<file path="src/rtl/fifo_fwft_bram_pkg.sv">
// ---------------------------------------------------------------------------
// fifo_fwft_bram_pkg
//   Shared helpers for the first-word-fall-through block-RAM FIFO.
//   clog2() sizes the pointers (clog2(DEPTH) bits) and the usage counter
//   (clog2(DEPTH)+1 bits) in both the top and the RAM wrapper.
// ---------------------------------------------------------------------------
package fifo_fwft_bram_pkg;

  // Ceiling log2 for elaboration-time sizing. clog2(1) = 0, clog2(2) = 1.
  function automatic int clog2(input int value);
    int result;
    int v;
    result = 0;
    v      = value - 1;
    while (v > 0) begin
      result = result + 1;
      v      = v >> 1;
    end
    return result;
  endfunction

endpackage : fifo_fwft_bram_pkg

</file>
<file path="src/rtl/fifo_dpram.sv">
// ---------------------------------------------------------------------------
// fifo_dpram
//   Simple dual-port RAM that maps onto a block RAM primitive.
//   Port 0 is a synchronous read port with a registered output. Port 1 is a
//   synchronous write port. When both ports address the same word in the same
//   cycle, port 0 returns the old contents (read-first). The FIFO top adds its
//   own bypass for that case.
// Ports
//   clk_i  : clock, rising edge
//   rst_i  : asynchronous active-low reset (clears the read register only)
//   en0    : port 0 read enable; o0 holds its value while low
//   addr0  : port 0 read address
//   o0     : port 0 registered read data
//   we1    : port 1 write enable
//   addr1  : port 1 write address
//   i1     : port 1 write data
// ---------------------------------------------------------------------------
module fifo_dpram
  import fifo_fwft_bram_pkg::*;
#(
  parameter int SZ = 2,
  parameter int DW = 32
) (
  input  logic                 clk_i,
  input  logic                 rst_i,
  input  logic                 en0,
  input  logic [clog2(SZ)-1:0] addr0,
  output logic [DW-1:0]        o0,
  input  logic                 we1,
  input  logic [clog2(SZ)-1:0] addr1,
  input  logic [DW-1:0]        i1
);

  logic [DW-1:0] mem [SZ];

  // NOTE: the storage array has no reset so it can map onto a block RAM;
  // the FIFO never exposes a word that was not written first.
  always_ff @(posedge clk_i) begin
    if (we1) begin
      mem[addr1] <= i1;
    end
  end

  // NOTE: non-blocking assignments here and in the write block give
  // read-first behaviour, because the read samples mem before the write updates it.
  always_ff @(posedge clk_i or negedge rst_i) begin
    if (!rst_i) begin
      o0 <= '0;
    end else if (en0) begin
      o0 <= mem[addr0];
    end
  end

endmodule : fifo_dpram

</file>
<file path="src/rtl/fifo_fwft_bram.sv">
// ---------------------------------------------------------------------------
// fifo_fwft_bram
//   Single-clock first-word-fall-through FIFO backed by fifo_dpram. The head
//   word sits on data_o whenever empty_o is low, and pop_i consumes it. It is
//   used as the write-posting buffer in front of pi1 slaves.
// Ports
//   clk_i   : clock, rising edge
//   rst_i   : asynchronous active-low reset
//   push_i  : enqueue data_i this cycle (ignored when full without a pop)
//   data_i  : word to enqueue
//   full_o  : usage_o == DEPTH
//   pop_i   : consume the head word (ignored when empty)
//   data_o  : head word, valid while empty_o == 0; holds last value otherwise
//   empty_o : usage_o == 0
//   usage_o : number of stored words, 0..DEPTH
// ---------------------------------------------------------------------------
module fifo_fwft_bram
  import fifo_fwft_bram_pkg::*;
#(
  parameter int WIDTH = 32,
  parameter int DEPTH = 2
) (
  input  logic                  clk_i,
  input  logic                  rst_i,
  input  logic                  push_i,
  input  logic [WIDTH-1:0]      data_i,
  output logic                  full_o,
  input  logic                  pop_i,
  output logic [WIDTH-1:0]      data_o,
  output logic                  empty_o,
  output logic [clog2(DEPTH):0] usage_o
);

  localparam int AW = clog2(DEPTH);
  localparam int UW = AW + 1;

  logic [AW-1:0]    wr_ptr_q, wr_ptr_d;
  logic [AW-1:0]    rd_ptr_q, rd_ptr_d;
  logic [UW-1:0]    usage_q, usage_d;
  logic             byp_q;
  logic [WIDTH-1:0] byp_data_q;

  logic             pop_acc, push_acc;
  logic [AW-1:0]    rd_next;
  logic             rd_en, collide;
  logic [WIDTH-1:0] ram_q;

  // Flags come straight from the usage register, so push_i and pop_i never
  // reach an output combinationally.
  assign empty_o = (usage_q == '0);
  assign full_o  = (usage_q == UW'(DEPTH));
  assign usage_o = usage_q;

  // NOTE: every signal driven here gets a value on every path, so no latches.
  always_comb begin
    pop_acc  = pop_i && !empty_o;
    push_acc = push_i && (!full_o || pop_acc);
    usage_d  = usage_q + UW'(push_acc) - UW'(pop_acc);
    wr_ptr_d = wr_ptr_q + AW'(push_acc);
    rd_ptr_d = rd_ptr_q + AW'(pop_acc);
    // Prefetch the word that will be the head after this edge.
    rd_next  = rd_ptr_d;
    // With nothing left to show, skip the read so data_o keeps its last value.
    rd_en    = (usage_d != '0);
    // The RAM is read-first, so a write to the address being prefetched must
    // be forwarded from data_i. This covers a push into an empty FIFO and
    // push+pop at usage 1. When full, wr_ptr == rd_ptr != rd_ptr+1, so a
    // push+pop while full never takes the bypass.
    collide  = push_acc && (wr_ptr_q == rd_next);
  end

  always_ff @(posedge clk_i or negedge rst_i) begin
    if (!rst_i) begin
      wr_ptr_q   <= '0;
      rd_ptr_q   <= '0;
      usage_q    <= '0;
      byp_q      <= 1'b0;
      byp_data_q <= '0;
    end else begin
      wr_ptr_q <= wr_ptr_d;
      rd_ptr_q <= rd_ptr_d;
      usage_q  <= usage_d;
      // The bypass select only changes when the RAM output register updates,
      // so both sides of the data_o mux hold together while empty.
      if (rd_en) begin
        byp_q <= collide;
        if (collide) begin
          byp_data_q <= data_i;
        end
      end
    end
  end

  fifo_dpram #(
    .SZ (DEPTH),
    .DW (WIDTH)
  ) u_ram (
    .clk_i (clk_i),
    .rst_i (rst_i),
    .en0   (rd_en),
    .addr0 (rd_next),
    .o0    (ram_q),
    .we1   (push_acc),
    .addr1 (wr_ptr_q),
    .i1    (data_i)
  );

  assign data_o = byp_q ? byp_data_q : ram_q;

endmodule : fifo_fwft_bram

</file>
<file path="config.mk">
export PLATFORM = sky130hd
export DESIGN_NAME = fifo_fwft_bram
export DESIGN_NICKNAME = d
export VERILOG_FILES = /design/src/rtl/fifo_fwft_bram_pkg.sv /design/src/rtl/fifo_dpram.sv /design/src/rtl/fifo_fwft_bram.sv
export SDC_FILE = /design/constraint.sdc
export NUM_CORES = 1
export LEC_CHECK = 0
export CAP_MARGIN = 40
export CELL_PAD_IN_SITES_DETAIL_PLACEMENT = 0
export CELL_PAD_IN_SITES_GLOBAL_PLACEMENT = 1
export CORE_MARGIN = 2
export CORE_UTILIZATION = 25
export CTS_BUF_LIST = sky130_fd_sc_hd__clkbuf_4
export DETAILED_ROUTE_END_ITERATION = 16
export GPL_TIMING_DRIVEN = 0
export PLACE_DENSITY_LB_ADDON = 0.1
export RECOVER_POWER = 100
export SLEW_MARGIN = 5
export SYNTH_ARGS = -nofsm -noshare
export SYNTH_HDL_FRONTEND = slang
export SYNTH_SLANG_ARGS = --single-unit
export TNS_END_PERCENT = 20
</file>
<file path="constraint.sdc">
create_clock -name clk_i -period 2.2 [get_ports clk_i]
set_input_delay 0.33 -clock clk_i [delete_from_list [all_inputs] [get_ports clk_i]]
set_output_delay 0.33 -clock clk_i [all_outputs]
set_load 0.02 [all_outputs]
</file>
; Word level (Yosys, flattened, before mapping)
; Memories as Yosys holds them, arrays and structs flattened. A register that Yosys moved wholly into a read port is not among the register bits.
; Cells that the tools add are included.
[op_classes]
n_lt_le_gt_ge = 0
shifts = 0
bitwise = 0
div_mod_pow = 0
n_reduce_logical = 10
n_eq_ne = 2
addsub = 4
n_mul = 0
n_mux = 3
[ops]
columns = op, count
row1 = two-way mux 32 bit, 1
row2 = logical AND 1 bit, 3
row3 = zero test 1 bit, 3
row4 = adder 1 bit, 2
row5 = adder 2 x 1 -> 2 bit, 1
row6 = == test 2 bit (second input constant), 1
row7 = zero test 2 bit, 1
row8 = two-way mux 1 bit, 2
row9 = AND reduction 2 bit, 1
row10 = nonzero test 2 bit, 1
row11 = subtractor 2 x 1 -> 2 bit, 1
row12 = == test 1 bit, 1
row13 = logical OR 1 bit, 1
[word_totals]
ram_bits = 64
mem_bits_ro = 0
latchBits = 0
memories = 1
register_bits = 37
[memory_table]
columns = memory, words, width, read_ports, rd_ports_with_merged_regs, write_ports, line
row1 = u_ram.mem, 2, 32, 1, 1, 1, fifo_dpram.sv:34  ; logic [DW-1:0] mem [SZ];

; Depth between registers and ports, before layout
; Gate-level depths: netlist of the first run.
[logic_depth]
depth_word = 9
mapped_depth = 10
depth_no_buf = 7

; Modules after synthesis
; Synthesis of the first run repeated with hierarchy kept, for this count alone.
[unflattened]
hier_cells = 339
area_unflattened_um2 = 5337.6
[modules_own_cells]
columns = mod, cells_each, n_inst, area_per_inst_um2, seq_area_each_um2
row1 = fifo_dpram, 205, 1, 3442.1, 2722.6
row2 = fifo_fwft_bram, 134, 1, 1895.6, 925.9

; Worst setup path before layout of the first run
; No wires, ideal clock.
[synth_path]
path_type = reg2reg
from = register usage_q[1] (netlist: usage_o[1])
to = memory u_ram.mem[0][0], enable pin
setup_ns = 0.392
setup_slack_ns = -0.182
arrival_ns = 1.990
required_ns = 1.808
stages_incl_launch_ff = 5
n_path_buf = 1
cell_sequence = dfrtp_1 > buf_2 > nor2b_1 > a21boi_0 > ha_1
[synth_via]
word_cells_on_any_way = 9
[synth_rtl]
columns = element, line
row1 = start: declaration, fifo_fwft_bram.sv:39  ; logic [UW-1:0] usage_q, usage_d;
row2 = start signal: assignment, fifo_fwft_bram.sv:82  ; usage_q <= usage_d;
row3 = == test 2 bit, fifo_fwft_bram.sv:51  ; assign full_o = (usage_q == UW'(DEPTH));
row4 = via full_o, fifo_fwft_bram.sv:27  ; output logic full_o,
row5 = zero test 1 bit, fifo_fwft_bram.sv:57  ; push_acc = push_i && (!full_o || pop_acc);
row6 = logical OR 1 bit, fifo_fwft_bram.sv:57
row7 = logical AND 1 bit, fifo_fwft_bram.sv:57
row8 = two-way mux 1 bit, fifo_dpram.sv:39  ; if (we1) begin
row9 = two-way mux 1 bit (not written as such), fifo_dpram.sv:40  ; mem[addr1] <= i1;
row10 = end: declaration, fifo_dpram.sv:34
; The timed path passes the listed nets, and every way through them passes these cells.

; Worst setup path in the final report of the first run
[layout_path]
from = register usage_q[1] (netlist: usage_o[1])
to = register byp_data_q[12]
[layout_via]
elab_chain_len = 9
word_cells_on_any_way = 14
[layout_lines]
columns = element, line
row1 = zero test 2 bit, fifo_fwft_bram.sv:50  ; assign empty_o = (usage_q == '0);
row2 = zero test 1 bit, fifo_fwft_bram.sv:56  ; pop_acc = pop_i && !empty_o;
row3 = logical AND 1 bit, fifo_fwft_bram.sv:56
row4 = logical OR 1 bit, fifo_fwft_bram.sv:57
row5 = logical AND 1 bit, fifo_fwft_bram.sv:57
row6 = adder 2 x 1 -> 2 bit, fifo_fwft_bram.sv:58  ; usage_d = usage_q + UW'(push_acc) - UW'(pop_acc);
row7 = subtractor 2 x 1 -> 2 bit *, fifo_fwft_bram.sv:58
row8 = via usage_d[0], fifo_fwft_bram.sv:39
row9 = nonzero test 2 bit *, fifo_fwft_bram.sv:64  ; rd_en = (usage_d != '0);
row10 = AND reduction 2 bit (no line) *, n/a
row11 = end signal: assignment, fifo_fwft_bram.sv:88  ; byp_data_q <= data_i;
row12 = end: declaration, fifo_fwft_bram.sv:41  ; logic [WIDTH-1:0] byp_data_q;
; The timed path passes the listed nets; every way through them passes the cells marked *.
; A chain may end at the register's enable or synchronous reset.

==> out/metrics.cfg, run 1 <==
[grt]
grt_pass1_wl_um = 19800
grt_max_degree = 37
grt_pass1_vias = 3298
grt_overflow = 0
grt.total_usage = 0.113
antenna_found_initial = 2

[yosys]
synth_area_leader_cell = edfxtp_1
ys_seq_area_frac = 0.641
synth_fp_nets = 345
avgSynthCellArea_um2 = 18.6
yosysUniqueCellTypes = 26
ys_warn_count = 0
synth_commonest_cells = 71 x mux2_2, 69 x dfrtp_1, 64 x edfxtp_1
synthTopCellsByArea = edfxtp_1 34%, dfrtp_1 30%, mux2_4 15%
synth_top_area_share = 0.338
synth_async_sr_flop_share = 0.519
synth_edf_count = 64
synthCells = 306
ys_seq_elements = 133
synth_ff_type = dfrtp_1
synth.most_common_cell = mux2_2
netlist_area_um2 = 5690

[placed_design]
dp_cells = 665
place_area_um2 = 6820
place_ws_ns = -0.896
port_buffers = 71
place_congestion = 0.647
dp_hpwl_um = 7750

[cells_and_area]
drive_gt1_frac = 0.541
instances_no_fill = 718
design_area_um2 = 7330
syn2layout_area_growth_pct = 28.8
final_nets = 457
final_core_util = 0.326
fill_cells = 2212

[clock_tree]
cts_buffers = 17
cts_tree = done
cts.sinks = 133
clock_latency_ns = 0.52
clock-root-buffer = clkbuf_4
cts.path.max_buffers = 2
cts_max_level = 4
clk_pin_slew_ns = 0.12

[timing]
hold_viol_final = 0
tightest_slew_ns = 1.06
fmax_ghz = 0.435
whs_ns = 0.493
timing.final.crit_share = 1.04
setup_violations = 62
relSlewSlack = 0.297
worst_slack_ns = -0.0990
slew_violations = 0
tns_ns = -4.47
skew_ns = 0.0198
rsz0062_at_grt = yes
period_needed_ns = 2.30

[power_and_ir_drop]
p_int_mw = 8.40
power.leakage_nw = 3.07
pwr-share-comb = 0.519
clkPwrFrac = 0.160
seqPwrFrac = 0.321
peakVddDrop_mv = 0.555
p_switching_mw = 4.09
powerDensity_nw_per_um2 = 1700
finalPower_mw = 12.5
swShare = 0.327

[critical_path]
crit_arrival_ns = 2.71
cp.required_ns = 2.62
crit_fanout = 9
worstPathCellList = xor2_1, nor2_1, a21oi_1, ha_1, a2111o_1, o2111ai_4, buf_12, clkbuf_16, mux2_4
crit_start = usage_o[1]$_DFF_PN0_
critPathSlowestCell = dfrtp_2
max_stage_delay_ns = 0.43
reg2reg_from = usage_o[1]$_DFF_PN0_
path_class = flop to flop
start_kind = flop
critPathCaptureType = flop

[die]
rows = 55
fp.dieH_um = 155
die_w_um = 155
core-area_um2 = 22500
die-area_um2 = 24000
design.portCount = 72
initial_core_util = 0.253

[route]
drt-initial-drc-count = 122
drc = 0
wl_um = 12800
num_vias = 2940
ant_nets = 0
vias_per_cell = 4.09
drtPass1Iterations = 4
avgRoutedWirePerCell_um = 17.9

[run_status]
violations = setup timing
status = finished, violations left

[flow_run]
drv_cap = 0

[hold_path]
hp-start = data_i[0]
hold_class = input port to flop

worst paths after layout:
| kind | slack (ns) | to | depth (start not counted) |
|---|---|---|---|
| worst max-delay path | -0.1 | byp_data_q[12]$_DFFE_PN0P_ | 9 |
| worst min-delay path | 0.49 | u_ram.mem[1][0]$_DFFE_PP_ | 1 |
| worst max register to register | -0.1 | byp_data_q[12]$_DFFE_PN0P_ | 9 |
| worst min register to register | 0.52 | byp_data_q[26]$_DFFE_PN0P_ | 1 |
| max in group asynchronous | 0.45 | byp_q$_DFFE_PN0P_ | 3 |
| min in group asynchronous | 0.51 | u_ram.o0[9]$_DFFE_PN0P_ | 2 |
critical path, delay by kind of cell (launching register included):
kind                       cells  cell delay (ns)
buffers and inverters          2             0.36
and+or+nand+nor                1             0.10
muxes                          1             0.30
DFF                            1             0.43
xor gates and xnor gates       1             0.16
adders and majority gates      1             0.29
AOI/OAI and AO/OA              3             0.53
cell usage in the layout, fill, tap and decap left out, types with 3 or more instances in the layout:
cell type      netlist  routed
mux2_2              71      70
dfrtp_1             69      66
edfxtp_1            64      64
mux2_4              58      58
dlygate4sd3_1        0      34
buf_2                1      27
clkbuf_4             0      21
buf_4                3      20
buf_12               3       9
dlygate4sd2_1        0       6
inv_1                5       5
bufinv_16            0       5
clkbuf_16            0       4
dfrtp_2              0       3
state kept, by name, indices dropped and copies added (netlist names):
name        count
u_ram.o0       32
rd_ptr_q        1
byp_q           1
wr_ptr_q        1
usage_o         2
u_ram.mem      64
byp_data_q     32
timing repair:
item,CTS,global route
setup buffers,9,7
hold endpoints to repair,35,0
gates cloned,1,3
pin swaps,2,2
hold buffers,1,0
endpoints found under the setup margin,105,104
resized for setup,142,10
power by group through the flow:
| stage | logic (mW) | registers (mW) | clock network, mW |
|---|---|---|---|
| 2_1_floorplan | 4.47 | 3.95 | 0 |
| 4_1_cts | 6.47 | 4.02 | 2.08 |
| 3_3_place_gp | 6.22 | 4.06 | 0 |
| 5_1_grt | 6.95 | 4.12 | 2.21 |
| 3_5_place_dp | 6.32 | 4.06 | 0 |
| 6_report | 6.48 | 4.01 | 2.00 |
cell type report:
type	instances	area [um^2]	share of cell area
timing repair buffer	95	856	0.117
buffer	13	190	0.0260
clock inverter	12	203	0.0277
sequential	133	3650	0.499
tap	285	357	0.0487
clock buffer	20	150	0.0205
multi-input combinational	153	1890	0.259
antenna	2	5.00	0.000683
inverter	5	18.8	0.00256
routing by layer:
| layer | up-vias | routed length (um) | GRT usage | share of wire |
|---|---|---|---|---|
| met2 | 60 | 6080 | 0.174 | 0.47 |
| met3 | 5 | 485 | 0.0361 | 0.038 |
| met5 | - | 0 | 0 | 0 |
| li1 | 1362 | - | - | - |
| met4 | 0 | 96 | 0.0278 | 0.0075 |
| met1 | 1513 | 6160 | 0.155 | 0.48 |
cells by family after synthesis:
logic type	share of synthesized area
AOI/OAI and AO/OA	0.0108
xor gates and xnor gates	0.00616
adders and majority gates	0.00660
buffers and inverters	0.0293
DFF	0.641
muxes	0.295
and+or+nand+nor	0.0103
Power figures use the tool's default switching activity.
==> run 2, diff against run 1 <==
--- a/config.mk
+++ b/config.mk
@@ -14,7 +14,7 @@
 export DETAILED_ROUTE_END_ITERATION = 16
 export GPL_TIMING_DRIVEN = 0
 export PLACE_DENSITY_LB_ADDON = 0.1
-export RECOVER_POWER = 100
+export RECOVER_POWER = 25
 export SLEW_MARGIN = 5
 export SYNTH_ARGS = -nofsm -noshare
 export SYNTH_HDL_FRONTEND = slang
==> run 2 against run 1 <==
  * The flow still finishes with violations (setup timing)
  * Cell count stayed put
  * Sequential power hardly changed
  * Power is 0.64% higher
  * Register-to-register slack hardly changed
  * Combinational power is 1% higher
  * Setup slack hardly changed
  * Worst hold slack worse by 0.17 ns
  * Highest routed layer unchanged
  * Clock power hardly changed
  * Clock skew is 0.00067 ns higher
  * Die area stayed put
  * Non-clock buffer count stayed put
==> out/metrics.cfg, run 2 (synthesis gave the netlist of run 1 again) <==
[critical_path]
crit_family = compound AO/OA/AOI/OAI gates
crit_fanout = 9
r2r_slack_ns = -0.1
rr_worst_depth = 9
critPathSlowestCell = dfrtp_2
cp.required_ns = 2.61
crit_arrival_ns = 2.71
max_stage_delay_ns = 0.43
worstPathCellList = xor2_1, nor2_1, a21oi_1, ha_1, a2111o_1, o2111ai_4, buf_12, clkbuf_16, mux2_4
critPathBufInv = 2
start_kind = flop
timing.rr.end = byp_data_q[12]$_DFFE_PN0P_
path_class = flop to flop
reg2reg_from = usage_o[1]$_DFF_PN0_
critPathCaptureType = flop

[timing]
setup_violations = 60
slew_violations = 0
period_needed_ns = 2.30
rsz0062_at_grt = yes
worst_slack_ns = -0.0990
hold_viol_final = 0
timing.final.crit_share = 1.04
skew_ns = 0.0205
fmax_ghz = 0.435
tightest_slew_ns = 0.563
relSlewSlack = 0.625

[clock_tree]
cts.path.max_buffers = 2
cts_buffers = 17
clk_pin_slew_ns = 0.12
cts.sinks = 133
cts_max_level = 4
clock-root-buffer = clkbuf_4
cts_tree = done
clock_latency_ns = 0.52

[cells_and_area]
fill_cells = 2203
largestRegisters = u_ram.mem (64), byp_data_q (32), u_ram.o0 (32)
syn2layout_area_growth_pct = 29.8
largest_reg_flops = 64
layout_commonest_cell = mux2_2
mostFrequentLayoutCells = 71 x mux2_2, 66 x dfrtp_1, 64 x edfxtp_1
instances_no_fill = 718
regMostFlops = u_ram.mem
design_area_um2 = 7380
drive_gt1_frac = 0.545
final_nets = 457

[grt]
antenna_found_initial = 2
grt_pass1_vias = 3298
grt.total_usage = 0.113
grt_overflow = 0
grt_max_degree = 37
grt_pass1_wl_um = 19800

[power_and_ir_drop]
pwr-share-comb = 0.522
swShare = 0.326
p_int_mw = 8.47
finalPower_mw = 12.6
clkPwrFrac = 0.159
power.leakage_nw = 3.08
peakVddDrop_mv = 0.556
powerDensity_nw_per_um2 = 1700
seqPwrFrac = 0.319
p_switching_mw = 4.10

[route]
vias_per_cell = 4.09
drtPass1Iterations = 6
num_vias = 2937
drc = 0
wl_um = 12800
ant_nets = 0
avgRoutedWirePerCell_um = 17.8
drt-initial-drc-count = 103

[placed_design]
dp_cells = 665
place_area_um2 = 6820
port_buffers = 71
dp_hpwl_um = 7750
place_congestion = 0.647

[hold_path]
hold_class = input port to async pin

[die]
die_w_um = 155
die-area_um2 = 24000
initial_core_util = 0.253
rows = 55
fp.dieH_um = 155
design.portCount = 72
core-area_um2 = 22500

[flow_run]
drv_cap = 0

[run_status]
status = finished, violations left
violations = setup timing

[run 2: cell count changes in the layout (fill, tap and decap cells not counted), moves of 2 or more]
cell             change
dlygate4sd3_1        -5
clkbuf_2             -2
clkdlybuf4s50_1      +5
clkbuf_16            +2
[run 2: power groups by stage]
stage / Sequential [mW] / Combinational, mW / Clock (mW)
4_1_cts: 4.02 / 6.47 / 2.08
6_report: 4.01 / 6.56 / 2.00
3_5_place_dp: 4.06 / 6.32 / 0
5_1_grt: 4.12 / 7.04 / 2.21
2_1_floorplan: 3.95 / 4.47 / 0
3_3_place_gp: 4.06 / 6.22 / 0
[run 2: repair_timing]
item | in CTS | in global routing
endpoints found under the setup margin | 105 | 104
gates resized for setup | 142 | 10
pin swaps | 2 | 2
hold buffers | 1 | 0
gates cloned | 1 | 3
buffers inserted | 9 | 7
hold endpoints to repair | 35 | 0
[run 2: routing by layer]
layer	up-vias	wire length (um)	GRT usage
li1	1366	-	-
met1	1507	6180	0.155
met2	59	6050	0.174
met3	5	483	0.0361
met4	0	96	0.0278
met5	-	0	0
[run 2: worst max-delay path by stage]
stage	startpoint	endpoint	slack, ns	cells after the start
2_1_floorplan	usage_o[1]$_DFF_PN0_	u_ram.mem[0][0]$_DFFE_PP_	-0.18	4
3_3_place_gp	rst_i	u_ram.o0[27]$_DFFE_PN0P_	-2.21	1
3_5_place_dp	push_i	byp_data_q[5]$_DFFE_PN0P_	-0.90	9
4_1_cts	usage_o[1]$_DFF_PN0_	byp_data_q[20]$_DFFE_PN0P_	-0.17	9
5_1_grt	usage_o[1]$_DFF_PN0_	byp_data_q[30]$_DFFE_PN0P_	-0.21	9
6_report	usage_o[1]$_DFF_PN0_	byp_data_q[12]$_DFFE_PN0P_	-0.1	9
[run 2: final cells by class]
| class | count | area (um^2) | area share |
|---|---|---|---|
| Clock inverter | 12 | 203 | 0.0274 |
| Antenna cell | 2 | 5.00 | 0.000678 |
| Clock buffer | 20 | 150 | 0.0203 |
| Timing Repair Buffer | 95 | 873 | 0.118 |
| Sequential cell | 133 | 3650 | 0.495 |
| Buffer | 13 | 229 | 0.0310 |
| Tap cell | 285 | 357 | 0.0483 |
| Multi-Input combinational cell | 153 | 1900 | 0.257 |
| Inverter | 5 | 18.8 | 0.00254 |
[run 2: through the flow]
step / hold slack, ns / util / setup slack, ns / TNS, ns
after detailed placement: 0.364 / 0.303 / -0.896 / -71.10
after global placement: 0.487 / 0.300 / -2.21 / -286.69
after CTS: 0.298 / 0.325 / -0.171 / -7.67
after global routing: 0.325 / 0.328 / -0.214 / -12.55
final: 0.324 / 0.328 / -0.0990 / -3.52
after floorplan: 0.0344 / - / -0.182 / -19.62
[run 2: worst reg2reg max path, cell delays in order, from the launching register on]
cell and delay [ns]:
dfrtp_2 0.43, xor2_1 0.16, nor2_1 0.10, a21oi_1 0.05
ha_1 0.29, a2111o_1 0.35, o2111ai_4 0.13, buf_12 0.19
clkbuf_16 0.18, mux2_4 0.30
